## src/rtl/cpu_pkg.sv

```systemverilog
// Shared types and helpers for the fetch-side next-PC logic.
// Holds the redirect-buffer state encoding and the STEP alignment mask.
package cpu_pkg;

  typedef enum logic {
    RUN  = 1'b0,
    HELD = 1'b1
  } pcState_t;

  // STEP must be a power of two; the mask clears the low log2(STEP) bits.
  function automatic logic [63:0] alignMask(input int unsigned step);
    return ~(64'(step) - 64'd1);
  endfunction

  function automatic int idxWidth(input int n);
    return (n > 1) ? $clog2(n) : 1;
  endfunction

endpackage

```

## src/rtl/prio_select.sv

```systemverilog
// Fixed-priority pick among redirect sources, highest index wins.
// Purely combinational, no handshake.
module prio_select
  import cpu_pkg::*;
#(
  parameter int NUM_SRC = 4,
  parameter int WIDTH   = 32,
  parameter int IDX_W   = idxWidth(NUM_SRC)
) (
  input  logic [NUM_SRC-1:0]       valid,
  input  logic [NUM_SRC*WIDTH-1:0] target,
  output logic                     anyValid,
  output logic [IDX_W-1:0]         winIdx,
  output logic [WIDTH-1:0]         winTarget
);

  // Ascending scan: later (higher-index) hits overwrite earlier ones.
  always_comb begin
    anyValid  = 1'b0;
    winIdx    = '0;
    winTarget = '0;
    for (int i = 0; i < NUM_SRC; i++) begin
      if (valid[i]) begin
        anyValid  = 1'b1;
        winIdx    = IDX_W'(i);
        winTarget = target[i*WIDTH +: WIDTH];
      end
    end
  end

endmodule

```

## src/rtl/next_pc_unit.sv

```systemverilog
// Program counter with prioritized redirects; one-cycle update latency.
// A stall holds PC and buffers the strongest redirect until the stall lifts.
module next_pc_unit
  import cpu_pkg::*;
#(
  parameter int                WIDTH        = 32,
  parameter int                NUM_SRC      = 4,
  parameter int                STEP         = 4,
  parameter logic [WIDTH-1:0]  RESET_VECTOR = '0
) (
  input  logic                     clk,
  input  logic                     reset_n,
  input  logic                     stall,
  input  logic [NUM_SRC-1:0]       redirectValid,
  input  logic [NUM_SRC*WIDTH-1:0] redirectTarget,
  input  logic                     errClear,
  output logic [WIDTH-1:0]         PC,
  output logic [WIDTH-1:0]         pcPlusStep,
  output logic                     redirected,
  output logic                     pendingValid,
  output logic                     alignErr
);

  localparam int               IDX_W      = idxWidth(NUM_SRC);
  localparam logic [WIDTH-1:0] ALIGN_MASK = WIDTH'(alignMask(STEP));

  pcState_t         state;
  logic [IDX_W-1:0] bufIdx;
  logic [WIDTH-1:0] bufTarget;

  logic             curValid;
  logic [IDX_W-1:0] curIdx;
  logic [WIDTH-1:0] curTarget;

  logic             takeCur;
  logic             selValid;
  logic [IDX_W-1:0] selIdx;
  logic [WIDTH-1:0] selTarget;
  logic             misaligned;

  prio_select #(
    .NUM_SRC (NUM_SRC),
    .WIDTH   (WIDTH),
    .IDX_W   (IDX_W)
  ) u_prio (
    .valid     (redirectValid),
    .target    (redirectTarget),
    .anyValid  (curValid),
    .winIdx    (curIdx),
    .winTarget (curTarget)
  );

  assign pcPlusStep   = PC + WIDTH'(STEP);
  assign pendingValid = (state == HELD);

  // Equal index favours the live request so a re-issued redirect refreshes the target.
  always_comb begin
    takeCur    = curValid && ((state == RUN) || (curIdx >= bufIdx));
    selValid   = takeCur || (state == HELD);
    selIdx     = takeCur ? curIdx : bufIdx;
    selTarget  = takeCur ? curTarget : bufTarget;
    misaligned = |(selTarget & ~ALIGN_MASK);
  end

  always_ff @(posedge clk or negedge reset_n) begin
    if (!reset_n) begin
      state      <= RUN;
      bufIdx     <= '0;
      bufTarget  <= '0;
      PC         <= RESET_VECTOR;
      redirected <= 1'b0;
      alignErr   <= 1'b0;
    end else begin
      redirected <= 1'b0;
      if (stall) begin
        if (selValid) begin
          state     <= HELD;
          bufIdx    <= selIdx;
          bufTarget <= selTarget;
        end
      end else begin
        state     <= RUN;
        bufIdx    <= '0;
        bufTarget <= '0;
        if (selValid) begin
          PC         <= selTarget & ALIGN_MASK;
          redirected <= 1'b1;
        end else begin
          PC <= pcPlusStep;
        end
      end

      // Misalignment is flagged when the target is actually loaded, not when buffered.
      if (!stall && selValid && misaligned) begin
        alignErr <= 1'b1;
      end else if (errClear) begin
        alignErr <= 1'b0;
      end
    end
  end

endmodule

```

## config.mk

```make
export PLATFORM = sky130hd
export DESIGN_NAME = next_pc_unit
export DESIGN_NICKNAME = d
export VERILOG_FILES = /design/src/rtl/cpu_pkg.sv /design/src/rtl/prio_select.sv /design/src/rtl/next_pc_unit.sv
export SDC_FILE = /design/constraint.sdc
export NUM_CORES = 1
export LEC_CHECK = 0
export ABC_AREA = 0
export BUFFER_PORTS_ARGS = -buffer_cell sky130_fd_sc_hd__buf_2
export CAP_MARGIN = 15
export CORE_ASPECT_RATIO = 0.6
export CORE_MARGIN = 8
export CORE_UTILIZATION = 48
export DETAILED_ROUTE_END_ITERATION = 8
export GPL_TIMING_DRIVEN = 0
export PLACE_DENSITY = 0.9
export SYNTH_ARGS = -nofsm -noshare
export SYNTH_HDL_FRONTEND = slang
export SYNTH_SLANG_ARGS = --single-unit
```

## constraint.sdc

```tcl
create_clock -name clk -period 3.1 [get_ports clk]
set_input_delay 0.31 -clock clk [delete_from_list [all_inputs] [get_ports clk]]
set_output_delay 0.31 -clock clk [all_outputs]
set_load 0.05 [all_outputs]
```

==> metrics.yaml, run 1 <==
logic_synthesis:
  yosysSeqAreaShare_pct: 36.54
  synthArstFlopShare_pct: 100.0
  synth_cells: 553
  synth.distinct_cells: 57
  synth-edff-count: 0
  synth_top_flop_cell: "dfrtp_1"
  yosys_warnings: 0
  netlist_area_um2: 4588
  syn_avg_cell_area_um2: 8.297
  ys_seq_elements: 67
route:
  vias: 5534
  wl_per_cell_um: 21.59
  first_pass_iters: 5
  ant_nets: 0
  totalWireLength_mm: 19.41
  drc_errors: 0
  viasPerCell: 6.156
  drt-initial-drc-count: 623
flow_run:
  maxCapViolations: 0
final_layout:
  fin_nets: 903
  fin_cells: 899
  seqCellArea_um2: 1677
  fillCellCount: 819
  layout-drive-gt1-share_pct: 31.60
  multi_input_area_um2: 2725
  num_antenna_cells: 0
  area_growth_pct: 32.70
sta:
  period_minus_slack_ps: 2980
  hold_viol_final: 0
  hold_slack_ps: 85.50
  fin_crit_sh_pct: 96.14
  finalMaxSlewViolations: 0
  fin_skew_ps: 6.122
  worst_pin_slew_ps: 894.8
  slew_headroom_pct: 40.35
  fmax_mhz: 335.5
  rsz0062_at_grt: "false"
  setup_viol: 0
worst_setup_path:
  start_kind: "register"
  worst-endpoint-required_ps: 2790
  critPathCaptureType: "output port"
  worstPathArrival_ps: 2670
  critPathMaxFanout: 6
  worst-setup-path-type: "reg2out"
  rrSetupSlack_ps: 560
clock_network:
  cts_max_path_buffers: 2
  insertion_delay_ps: 340
  cts_buffers: 9
  h-tree-depth: 3
  cts.clk_slew.worst_paths_ps: 60
  cts_tree: "yes"
  clock-sinks: 67
  root_buffer: "clkbuf_16"
die:
  die_h_um: 91.73
  io_pins: 203
  die_x_um: 142.2
  start_util_pct: 49.75
  die_area_um2: 13050
  coreArea_um2: 9223
  rows: 27
global_routing:
  grt_max_degree: 68
  grt_antenna_before_repair: 0
  gr-max-usage-layer: "met2"
  grt_usage_pct: 28.86
  grt_overflow: 0
  grt_use_met3_pct: 12.93
  met1_usage_pct: 38.14
  met2_usage_pct: 41.76
  grt_pass1_vias: 5536
  grt_pass1_wl_mm: 29.59
placement:
  numPortBuffers: 197
  dp_hpwl_mm: 15.10
  routabilityCongestion: 0.9678
  dpl.cell_count: 883
pwr:
  p_leak_nw: 2.796
  powerDensity_nw_per_um2: 579.7
  irDropWorstVdd_uv: 402.5
hold_path:
  holdCritPathClass: "in2async"
run_status:
  run_status: "completed"
-- through the flow --
| step | worst slack, ps | power (mW) | setup TNS, ps | util (%) | cell area [µm²] |
|---|---|---|---|---|---|
| floorplan | 19.40 | 2.113 | 0 | - | 4622 |
| global placement | -760.4 | 2.531 | -33520 | 62.57 | 5771 |
| detailed placement | -775.8 | 2.553 | -34730 | 62.60 | 5773 |
| CTS | 24.59 | 3.509 | 0 | 65.65 | 6055 |
| global route | 23.01 | 3.667 | 0 | 66.02 | 6088 |
| finish | 119.6 | 3.529 | 0 | 66.02 | 6088 |
-- cell usage in the layout, fill, tap and decap left out, types with 4 or more instances in the layout --
master     synthesis  final
buf_4              5      8
a22oi_1            5      5
a2bb2oi_1          5      5
a21oi_1           33     32
conb_1             1      4
nor3_1            27     26
dfrtp_1           67     67
inv_1              7      7
clkbuf_16          0      9
o22ai_1           16     16
o21ai_0           49     49
and2_1             8      8
a221o_1            7      7
nor2b_1           20     20
xnor2_1           16     14
clkbuf_1          40     39
xor2_1            12     11
nand2_1           35     35
a211oi_1          15     15
and3_1             6      6
nand4_1            5      5
a31oi_1            6      6
buf_2              4    199
o22a_1             5      5
o21a_1            12     12
nand2b_1           9      9
a221oi_1          26     26
nor2_1            52     51
nand3_1           10     10
-- logic make-up after synthesis --
kind of cell	after synthesis	share of synthesized area, %
compound gates	202	29.94
xor+xnor	28	5.345
fa+ha+maj	3	0.8182
buf+inv	59	5.345
flops	67	36.54
other cells	1	0.08173
simple gates	193	21.93
-- registers in the layout, indices dropped and copies added, names as in the netlist --
register	count
PC	30
alignErr	1
bufIdx	2
bufTarget	32
pendingValid	1
redirected	1
-- cells in the mapped netlist, types with 2 or more instances --
library cell,n,area (µm²)
ha_1,3,37.54
o21bai_1,2,15.01
o211a_1,2,20.02
a221oi_1,26,227.7
nor4_1,3,18.77
and2_1,8,50.05
a31oi_1,6,37.54
a311oi_1,3,26.28
o21ai_0,49,245.2
nand2_1,35,131.4
o22a_1,5,43.79
a211o_1,3,26.28
nand2b_1,9,56.30
a211oi_1,15,112.6
or2_2,3,18.77
or3_1,3,18.77
dfrtp_1,67,1677
o211ai_1,3,22.52
o22ai_1,16,100.1
nand3_1,10,50.05
a22oi_1,5,37.54
nor3_2,2,20.02
nor2_1,52,195.2
nor2b_1,20,125.1
o21a_1,12,90.09
a311o_1,3,30.03
nand4_1,5,31.28
a2bb2oi_1,5,43.79
and4_1,2,17.52
xnor2_1,16,140.1
buf_4,5,37.54
nor3_1,27,135.1
clkbuf_1,40,150.1
and3_1,6,37.54
inv_1,7,26.28
nand4_2,2,25.02
a221o_1,7,70.07
xor2_1,12,105.1
buf_2,4,20.02
a21oi_1,33,165.2
-- path summary, 6_finish.rpt --
path / start / to / depth (start not counted)
setup / recovery: PC[7] / pcPlusStep[31] / 6
hold / removal: reset_n / PC[26] / 1
setup reg to reg: bufIdx[0] / PC[22] / 8
hold reg to reg: bufTarget[1] / bufTarget[1] / 2
max in group asynchronous: reset_n / PC[23] / 1
min in group clk: errClear / alignErr / 2
-- critical path, cell delays in order (launching register included) --
cell and delay, ps:
dfrtp_1 470, nand4_2 250, or4_4 640, nor3_4 320, nand4_2 210, xnor2_2 150, buf_2 280
-- final cells by class --
type,instances,share of cell area [%]
Clock buffer,14,4.336
Buffer,48,3.411
Clock inverter,2,0.1644
Inverter,9,0.5549
Multi-Input combinational cell,430,44.76
Sequential cell,67,27.54
Tap cell,130,2.672
Timing Repair Buffer,199,16.56
-- what timing repair did --
item                       4_1_cts  5_1_grt
setup endpoints to repair       62       48
pin swaps                        0        1
hold buffers                     0        0
resized for setup                3        9
buffers inserted                 0        2
-- where the power goes --
part | internal (mW) | total (mW) | switching, mW
registers | 0.993 | 1.13 | 0.135
logic | 0.408 | 1.44 | 1.04
clock network | 0.583 | 0.958 | 0.375
total | 1.98 | 3.53 | 1.55
-- metal layers --
layer	routed length [µm]	part of all wire, %
met5	0	0
met4	294	1.5
met3	2673	14
met2	8247	42
met1	8190	42
Note: power is estimated with default switching activity, not from simulation.
==> run 2, diff against run 1 <==
--- a/config.mk
+++ b/config.mk
@@ -14,6 +14,7 @@
 export DETAILED_ROUTE_END_ITERATION = 8
 export GPL_TIMING_DRIVEN = 0
 export PLACE_DENSITY = 0.9
+export RECOVER_POWER = 50
 export SYNTH_ARGS = -nofsm -noshare
 export SYNTH_HDL_FRONTEND = slang
 export SYNTH_SLANG_ARGS = --single-unit
==> metrics.yaml, run 2 (synthesis gave the netlist of run 1 again) <==
final_layout:
  final_cell_mix: "buf_2 (168), clkbuf_1 (70), dfrtp_1 (67), nor2_1 (51), o21ai_0 (49)"
  largest_reg_flops: 32
  layout-drive-gt1-share_pct: 27.57
  fin_util_pct: 65.57
  multi_input_area_um2: 2725
  fin_area_um2: 6047
  num_antenna_cells: 0
  final_common_cell: "buf_2"
  fin_nets: 903
  largest_registers: "bufTarget: 32 flops, PC: 30 flops, bufIdx: 2 flops"
  area_growth_pct: 31.80
  top_register: "bufTarget"
  seqCellArea_um2: 1677
  fillCellCount: 836
worst_setup_path:
  r2r-end: "PC[24]"
  worst-setup-path-type: "reg2out"
  cpMaxStageDelayCell: "dfrtp_1"
  rrSetupSlack_ps: 560
  critPathCaptureType: "output port"
  rr_worst_depth: 8
  critPathMaxFanout: 8
  critPathMaxStageDelay_ps: 470
  worst-endpoint-required_ps: 2790
  worstPathArrival_ps: 2670
  crit_path_cell_trace: "ha_1, nand3_2, nor3_4, nand2_1, nor2_1, xor2_1, buf_2"
  start_kind: "register"
  worstReg2RegStart: "bufIdx[0]"
hold_path:
  hp-start: "errClear"
  hold_path_depth: 2
  hold_path_end: "alignErr"
  holdCritPathClass: "in2reg"
die:
  rows: 27
  die_h_um: 91.73
  die_x_um: 142.2
  die_area_um2: 13050
  start_util_pct: 49.75
  coreArea_um2: 9223
  io_pins: 203
sta:
  finalMaxSlewViolations: 68
  hold_viol_final: 0
  period_minus_slack_ps: 2984
  worst_slack_ps: 116.0
  rsz0062_at_grt: "false"
  fin_crit_sh_pct: 96.26
  slew_headroom_pct: -15.57
  worst_pin_slew_ps: 1734
  hold_slack_ps: 165.6
  fin_skew_ps: 5.058
  setup_viol: 0
  fmax_mhz: 335.1
global_routing:
  grt_pass1_wl_mm: 29.59
  grt_overflow: 0
  grt_antenna_before_repair: 0
  grt_usage_pct: 28.86
  grt_max_degree: 68
  grt_pass1_vias: 5536
route:
  ant_nets: 0
  first_pass_iters: 6
  wl_per_cell_um: 21.60
  vias: 5542
  totalWireLength_mm: 19.42
  viasPerCell: 6.165
  drc_errors: 0
  drt-initial-drc-count: 657
pwr:
  irDropWorstVdd_uv: 402.3
  p_leak_nw: 2.713
  powerDensity_nw_per_um2: 580.6
flow_run:
  maxCapViolations: 1
placement:
  dp_hpwl_mm: 15.10
  dpl_cell_area_um2: 5773
  pre_cts_ws_ps: -775.8
  routabilityCongestion: 0.9678
  numPortBuffers: 197
clock_network:
  hold_buffers: 0
  clock-sinks: 67
  cts.clk_slew.worst_paths_ps: 50
  insertion_delay_ps: 340
  cts_tree: "yes"
  cts_max_path_buffers: 2
  cts_buffers: 9
  root_buffer: "clkbuf_16"
  h-tree-depth: 3
run_status:
  run_status: "finished, violations left"
  violations: "max-capacitance violations, max-slew violations"
## run 2: how the worst max path moves through the flow
stage | from | endpoint | cells after the start
6_report | PC[2] | pcPlusStep[22] | 7
5_1_grt | PC[6] | pcPlusStep[30] | 7
4_1_cts | PC[2] | pcPlusStep[22] | 7
3_5_place_dp | redirectValid[1] | PC[22] | 13
3_3_place_gp | redirectValid[1] | PC[22] | 13
2_1_floorplan | PC[6] | pcPlusStep[26] | 6
## run 2: cell type report
cell class / count / share of cell area (%)
buffer: 48 / 3.435
clock buffer: 14 / 4.366
tap: 130 / 2.690
timing repair buffer: 199 / 15.99
clock inverter: 2 / 0.1655
inverter: 9 / 0.5587
sequential: 67 / 27.73
multi-input combinational: 430 / 45.07
## run 2: through the flow
step	setup TNS, ps	instances	total power, mW
floorplan	0	556	2.113
global placement	-33520	883	2.531
detailed placement	-34730	883	2.553
CTS	0	898	3.509
global route	0	899	3.650
finish	0	899	3.511
## run 2: timing repair
action,in CTS,in global routing
endpoints found under the setup margin,62,48
pin swaps,0,1
resized for setup,3,9
setup buffers,0,2
## run 2: report_power, final
part           switching [mW]  internal [mW]  total [mW]
clock network           0.374          0.583       0.957
registers               0.136          0.993        1.13
logic                    1.04          0.388        1.42
total                    1.55           1.96        3.51
## run 2: per-layer routing
metal / vias up / track usage, % / wire, µm
met3: 40 / 12.93 / 2663
met1: 2653 / 38.14 / 8232
met4: 0 / 7.822 / 333
met2: 372 / 41.76 / 8186
met5: - / 0 / 0
li1: 2477 / - / -
## run 2: critical path, delay by kind of cell (launching register included)
family                     cells  cell delay, ps
and+or+nand+nor                4            1110
DFF                            1             470
adders and majority gates      1             310
buffers and inverters          1             280
xor gates and xnor gates       1             170
